[config.mk]
export PLATFORM = sky130hd
export DESIGN_NAME = seg7_scan_controller
export DESIGN_NICKNAME = d
export VERILOG_FILES = /design/src/rtl/seg7_scan_controller.sv
export SDC_FILE = /design/constraint.sdc
export NUM_CORES = 1
export LEC_CHECK = 0
export ABC_AREA = 1
export BUFFER_PORTS_ARGS = -buffer_cell sky130_fd_sc_hd__buf_4
export CORE_MARGIN = 10
export CORE_UTILIZATION = 35
export CTS_CLUSTER_DIAMETER = 120
export DETAILED_ROUTE_END_ITERATION = 7
export GPL_ROUTABILITY_DRIVEN = 0
export HOLD_SLACK_MARGIN = 0.15
export PLACE_DENSITY = 0.61
export SLEW_MARGIN = 10
export SYNTH_ARGS = -nofsm -noshare
export SYNTH_HDL_FRONTEND = slang
export SYNTH_SLANG_ARGS = --single-unit
[constraint.sdc]
create_clock -name clk -period 9.6 [get_ports clk]
set_clock_uncertainty 0.05 [all_clocks]
set_input_delay 0 -clock clk [delete_from_list [all_inputs] [get_ports clk]]
set_output_delay 0 -clock clk [all_outputs]
set_load 0.02 [all_outputs]
[src/rtl/seg7_scan_controller.sv]
// seg7_scan_controller: drives a 4-digit multiplexed seven-segment display from a signed
// 8-bit value. New values are captured on a load strobe and applied only at a frame
// boundary, so one frame never mixes two values. Contains the combinational
// number_formatter (sign + three BCD digits) used by the scan controller.

// number_formatter: signed 8-bit value -> active-low segment codes for sign and 3 digits.
module number_formatter #(
   parameter int unsigned BLANK_ZEROS = 1
) (
   input  logic [7:0] value_i,
   output logic [6:0] seg_sign_o,
   output logic [6:0] seg_hund_o,
   output logic [6:0] seg_tens_o,
   output logic [6:0] seg_units_o
);

   localparam logic [6:0] SegMinus = 7'b0111111;
   localparam logic [6:0] SegBlank = 7'b1111111;

   logic [7:0] mag;
   logic [3:0] hund;
   logic [3:0] tens;
   logic [3:0] units;
   logic       hund_blank;
   logic       tens_blank;

   // Active-low {g,f,e,d,c,b,a} code for one BCD digit; non-BCD input shows blank.
   function automatic logic [6:0] digit_to_seg(input logic [3:0] d);
      logic [6:0] s;
      case (d)
         4'd0:    s = 7'b1000000;
         4'd1:    s = 7'b1111001;
         4'd2:    s = 7'b0100100;
         4'd3:    s = 7'b0110000;
         4'd4:    s = 7'b0011001;
         4'd5:    s = 7'b0010010;
         4'd6:    s = 7'b0000010;
         4'd7:    s = 7'b1111000;
         4'd8:    s = 7'b0000000;
         4'd9:    s = 7'b0010000;
         default: s = SegBlank;
      endcase
      return s;
   endfunction

   // Magnitude and BCD split; -128 negates to 0x80, which reads correctly as unsigned 128.
   always_comb begin
      mag   = value_i[7] ? (~value_i + 8'd1) : value_i;
      hund  = 4'(mag / 8'd100);
      tens  = 4'((mag % 8'd100) / 8'd10);
      units = 4'(mag % 8'd10);
   end

   // Leading-zero suppression and final segment selection.
   always_comb begin
      hund_blank  = (BLANK_ZEROS != 0) && (hund == 4'd0);
      tens_blank  = hund_blank && (tens == 4'd0);
      seg_sign_o  = value_i[7] ? SegMinus : SegBlank;
      seg_hund_o  = hund_blank ? SegBlank : digit_to_seg(hund);
      seg_tens_o  = tens_blank ? SegBlank : digit_to_seg(tens);
      seg_units_o = digit_to_seg(units);
   end

endmodule

// seg7_scan_controller: slot/digit sequencing, deferred load, guard-banded anode drive.
module seg7_scan_controller #(
   parameter int unsigned REFRESH_DIV  = 100000,
   parameter int unsigned GUARD_CYCLES = 16,
   parameter int unsigned BLANK_ZEROS  = 1
) (
   input  logic       clk,
   input  logic       rst_n,
   input  logic [7:0] data_in,
   input  logic       load,
   output logic       applied,
   output logic [7:0] shown_value,
   output logic [6:0] seg,
   output logic [3:0] an,
   output logic       dp
);

   localparam int unsigned     CntW     = (REFRESH_DIV > 1) ? $clog2(REFRESH_DIV) : 1;
   localparam logic [CntW-1:0] CntLast  = CntW'(REFRESH_DIV - 1);
   localparam logic [CntW-1:0] CntGuard = CntW'(GUARD_CYCLES);

   logic [CntW-1:0] cnt_q, cnt_d;
   logic [1:0]      idx_q, idx_d;
   logic [7:0]      value_q, value_d;
   logic            pending_q, pending_d;
   logic [7:0]      pend_data_q, pend_data_d;
   logic            applied_q, applied_d;
   logic [6:0]      seg_q, seg_d;
   logic [3:0]      an_q, an_d;

   logic            slot_end;
   logic            frame_end;
   logic [6:0]      seg_sign;
   logic [6:0]      seg_hund;
   logic [6:0]      seg_tens;
   logic [6:0]      seg_units;

   number_formatter #(
      .BLANK_ZEROS (BLANK_ZEROS)
   ) u_formatter (
      .value_i     (value_q),
      .seg_sign_o  (seg_sign),
      .seg_hund_o  (seg_hund),
      .seg_tens_o  (seg_tens),
      .seg_units_o (seg_units)
   );

   assign slot_end  = (cnt_q == CntLast);
   assign frame_end = slot_end && (idx_q == 2'd3);

   // Slot counter, digit index and deferred value update.
   always_comb begin
      cnt_d       = slot_end ? '0 : cnt_q + 1'b1;
      idx_d       = slot_end ? idx_q + 2'd1 : idx_q;
      value_d     = value_q;
      pending_d   = pending_q;
      pend_data_d = pend_data_q;
      applied_d   = 1'b0;
      if (load) begin
         pending_d   = 1'b1;
         pend_data_d = data_in;
      end
      if (frame_end) begin
         // A load landing on the boundary bypasses the pending buffer.
         if (load) begin
            value_d   = data_in;
            applied_d = 1'b1;
         end else if (pending_q) begin
            value_d   = pend_data_q;
            applied_d = 1'b1;
         end
         pending_d = 1'b0;
      end
   end

   // Digit select and anode drive, blanked during the guard at the start of each slot.
   always_comb begin
      case (idx_q)
         2'd3:    seg_d = seg_sign;
         2'd2:    seg_d = seg_hund;
         2'd1:    seg_d = seg_tens;
         default: seg_d = seg_units;
      endcase
      an_d = 4'b1111;
      if (cnt_q >= CntGuard) begin
         an_d[idx_q] = 1'b0;
      end
   end

   // State and registered display outputs with synchronous active-low reset.
   always_ff @(posedge clk) begin
      if (!rst_n) begin
         cnt_q       <= '0;
         idx_q       <= 2'd0;
         value_q     <= 8'h00;
         pending_q   <= 1'b0;
         pend_data_q <= 8'h00;
         applied_q   <= 1'b0;
         seg_q       <= 7'b1111111;
         an_q        <= 4'b1111;
      end else begin
         cnt_q       <= cnt_d;
         idx_q       <= idx_d;
         value_q     <= value_d;
         pending_q   <= pending_d;
         pend_data_q <= pend_data_d;
         applied_q   <= applied_d;
         seg_q       <= seg_d;
         an_q        <= an_d;
      end
   end

   assign applied     = applied_q;
   assign shown_value = value_q;
   assign seg         = seg_q;
   assign an          = an_q;
   assign dp          = 1'b1;

endmodule

==> results.toml <==
[place]
dp.cells = 695
dp_hpwl_um = 6505
port_buffers = 30
place_area_um2 = 3879
place_ws_ns = 5.380

[setup_path]
cp-end-kind = "flip-flop"
arrival_ns = 4.40
max_stage_delay_ns = 0.42
critical_path.top_delay_family = "simple AND/OR/NAND/NOR gates"
critPathKind = "flip-flop to flip-flop"
critPathMaxFanout = 9
start_kind = "flip-flop"
cp_slowest_cell = "dfxtp_1"
cp_common_cell = "nand2_1"
startpoint = "shown_value[0]"
r2r-start = "shown_value[0]"
critical_path.n_buffers_inverters = 2
cp.required_ns = 9.75

[logic_synthesis]
synth_cell_types = 42
synth_area_um2 = 3530
yosysSeqAreaShare_pct = 27.22
yosys_warnings = 0
syn_nets = 574
synth_cells = 540
yosysTopAreaCellShare_pct = 27.22
yosysTopAreaCell = "dfxtp_1"
ys_ff_latch = 48
syn_avg_cell_area_um2 = 6.536
synth_area_leaders = "dfxtp_1 (27%), nand2_1 (15%), ha_1 (8.2%)"

[sta]
rsz0062_at_grt = "false"
drv_slew = 0
fin_setup_tns_ns = 0
finalCriticalPeriod_ns = 4.257
maxSlewHeadroom_pct = 58.13
tightest_slew_ns = 0.6215
setup_slack_ns = 5.343
setup_viol = 0
finalCritPeriodShare_pct = 44.35
hold_ws_ns = 0.4138
finalHoldViolations = 0
max_clock_freq_ghz = 0.2349

[clock_network]
cts-htree-levels = 2
path_clk_slew_ns = 0.09
clockBufferDepth = 2
cts_resized = 0
cts_tree = "done"
cts_root_buf = "clkbuf_8"
numCtsBuffers = 5
clk_latency_ns = 0.30
cts_setup_buffers = 0
clock-sinks = 48
cts_hold_buf = 18

[detailed_routing]
drc = 0
totalWireLength_um = 8196
viasPerCell = 4.725
routedWlPerCell_um = 11.38
dr.pass1.iters = 4
ant_nets = 0
drt_iter0_drc = 126
via_count = 3402

[floorplan]
die_y_um = 120.4
dieArea_um2 = 14500
die_w_um = 120.4
pin_count = 32
rows = 36
start_util_pct = 35.95
core-area_um2 = 9819

[final_layout]
multi_input_area_um2 = 2247
nNetsFinal = 621
fillers = 1069
instances_no_fill = 720
drive_above_1_share_pct = 16.52
layout_commonest_cell = "nand2_1"
diodes = 0
regArea_um2 = 960.9
syn2layout_area_growth_pct = 17.58
fin_area_um2 = 4150
final_cell_mix = "nand2_1 (140), inv_1 (62), nand3_1 (55)"

[hold_path]
hold_start = "cnt_q[0]"
hold_class = "flip-flop to flip-flop"

[flow_run]
maxCapViolations = 0

[power_and_ir_drop]
p_leak_nw = 1.989
powerDensity_nw_per_um2 = 86.88
vdd_ir_drop_max_uv = 57.01

[outcome]
outcome = "finished, final reports clean"

[global_route]
grt_pass1_vias = 3349
antenna_found_initial = 0
grt_max_degree = 18
grt_overflow = 0
grt_usage_pct = 11.67
grt_pass1_wl_um = 14480
-- sequential cells by signal (all words and copies together), names as in the netlist --
| register | flops |
|---|---|
| idx_q | 2 |
| seg | 7 |
| pend_data_q | 8 |
| shown_value | 8 |
| applied | 1 |
| pending_q | 1 |
| an | 4 |
| cnt_q | 17 |
-- kinds of logic (layout without fill, tap and decap cells) --
logic type / after synthesis / after routing / share of synthesized area (%)
other: 1 / 1 / 0.1062
AND/OR/NAND/NOR: 318 / 318 / 42.54
multiplexers: 9 / 9 / 2.552
AO/OA/AOI/OAI: 56 / 56 / 9.572
adder cells (fa/ha/maj): 23 / 23 / 8.153
XOR/XNOR: 3 / 3 / 0.7446
flip-flops: 48 / 48 / 27.22
buffers and inverters: 82 / 129 / 9.110
-- metal layers --
layer	wire length [um]	part of all wire, %	vias to the layer above	track usage (%)
li1	-	-	1821	-
met1	3845	47	1539	13.78
met2	4044	49	36	20.86
met3	235	2.9	6	2.047
met4	71	0.87	0	3.695
met5	0	0	-	0
-- synth_stat cells (all sizes together) --
master	number
buf	4
ha	23
dfxtp	48
or2	5
inv	72
nor3	11
nor3b	6
a21boi	2
o211ai	4
nor4	6
a21oi	28
nor2	53
nand2	171
and3	1
nand4	5
nand3b	1
conb	1
nand3	59
a31oi	1
clkbuf	4
mux2i	9
o21ai	21
xor2	3
clkinv	2
-- area by class of cell --
class,instances,area share [%]
multi-input cells,410,54.15
flip-flops and latches,48,23.15
repair buffers,48,9.768
inverters,74,6.723
well taps,133,4.010
clock buffers,6,1.990
clock inverters,1,0.2110
-- power breakdown --
group,switching [mW],internal [mW]
logic,0.0136,0.0143
registers,0.00183,0.204
clock network,0.0695,0.0576
-- worst paths after layout --
path / endpoint / slack, ns / cells past startpoint
max: seg[5] / 5.34 / 34
min reg2reg: cnt_q[0] / 0.41 / 1
min: cnt_q[0] / 0.41 / 1
max reg2reg: seg[5] / 5.34 / 34
-- per-stage QoR --
stage          power, mW  util (%)
2_1_floorplan     0.2229         -
3_3_place_gp      0.2307     39.50
3_5_place_dp      0.2310     39.50
4_1_cts           0.3655     42.27
5_1_grt           0.3773     42.27
6_report          0.3606     42.27
No activity file was read; power rests on OpenSTA's default activity.
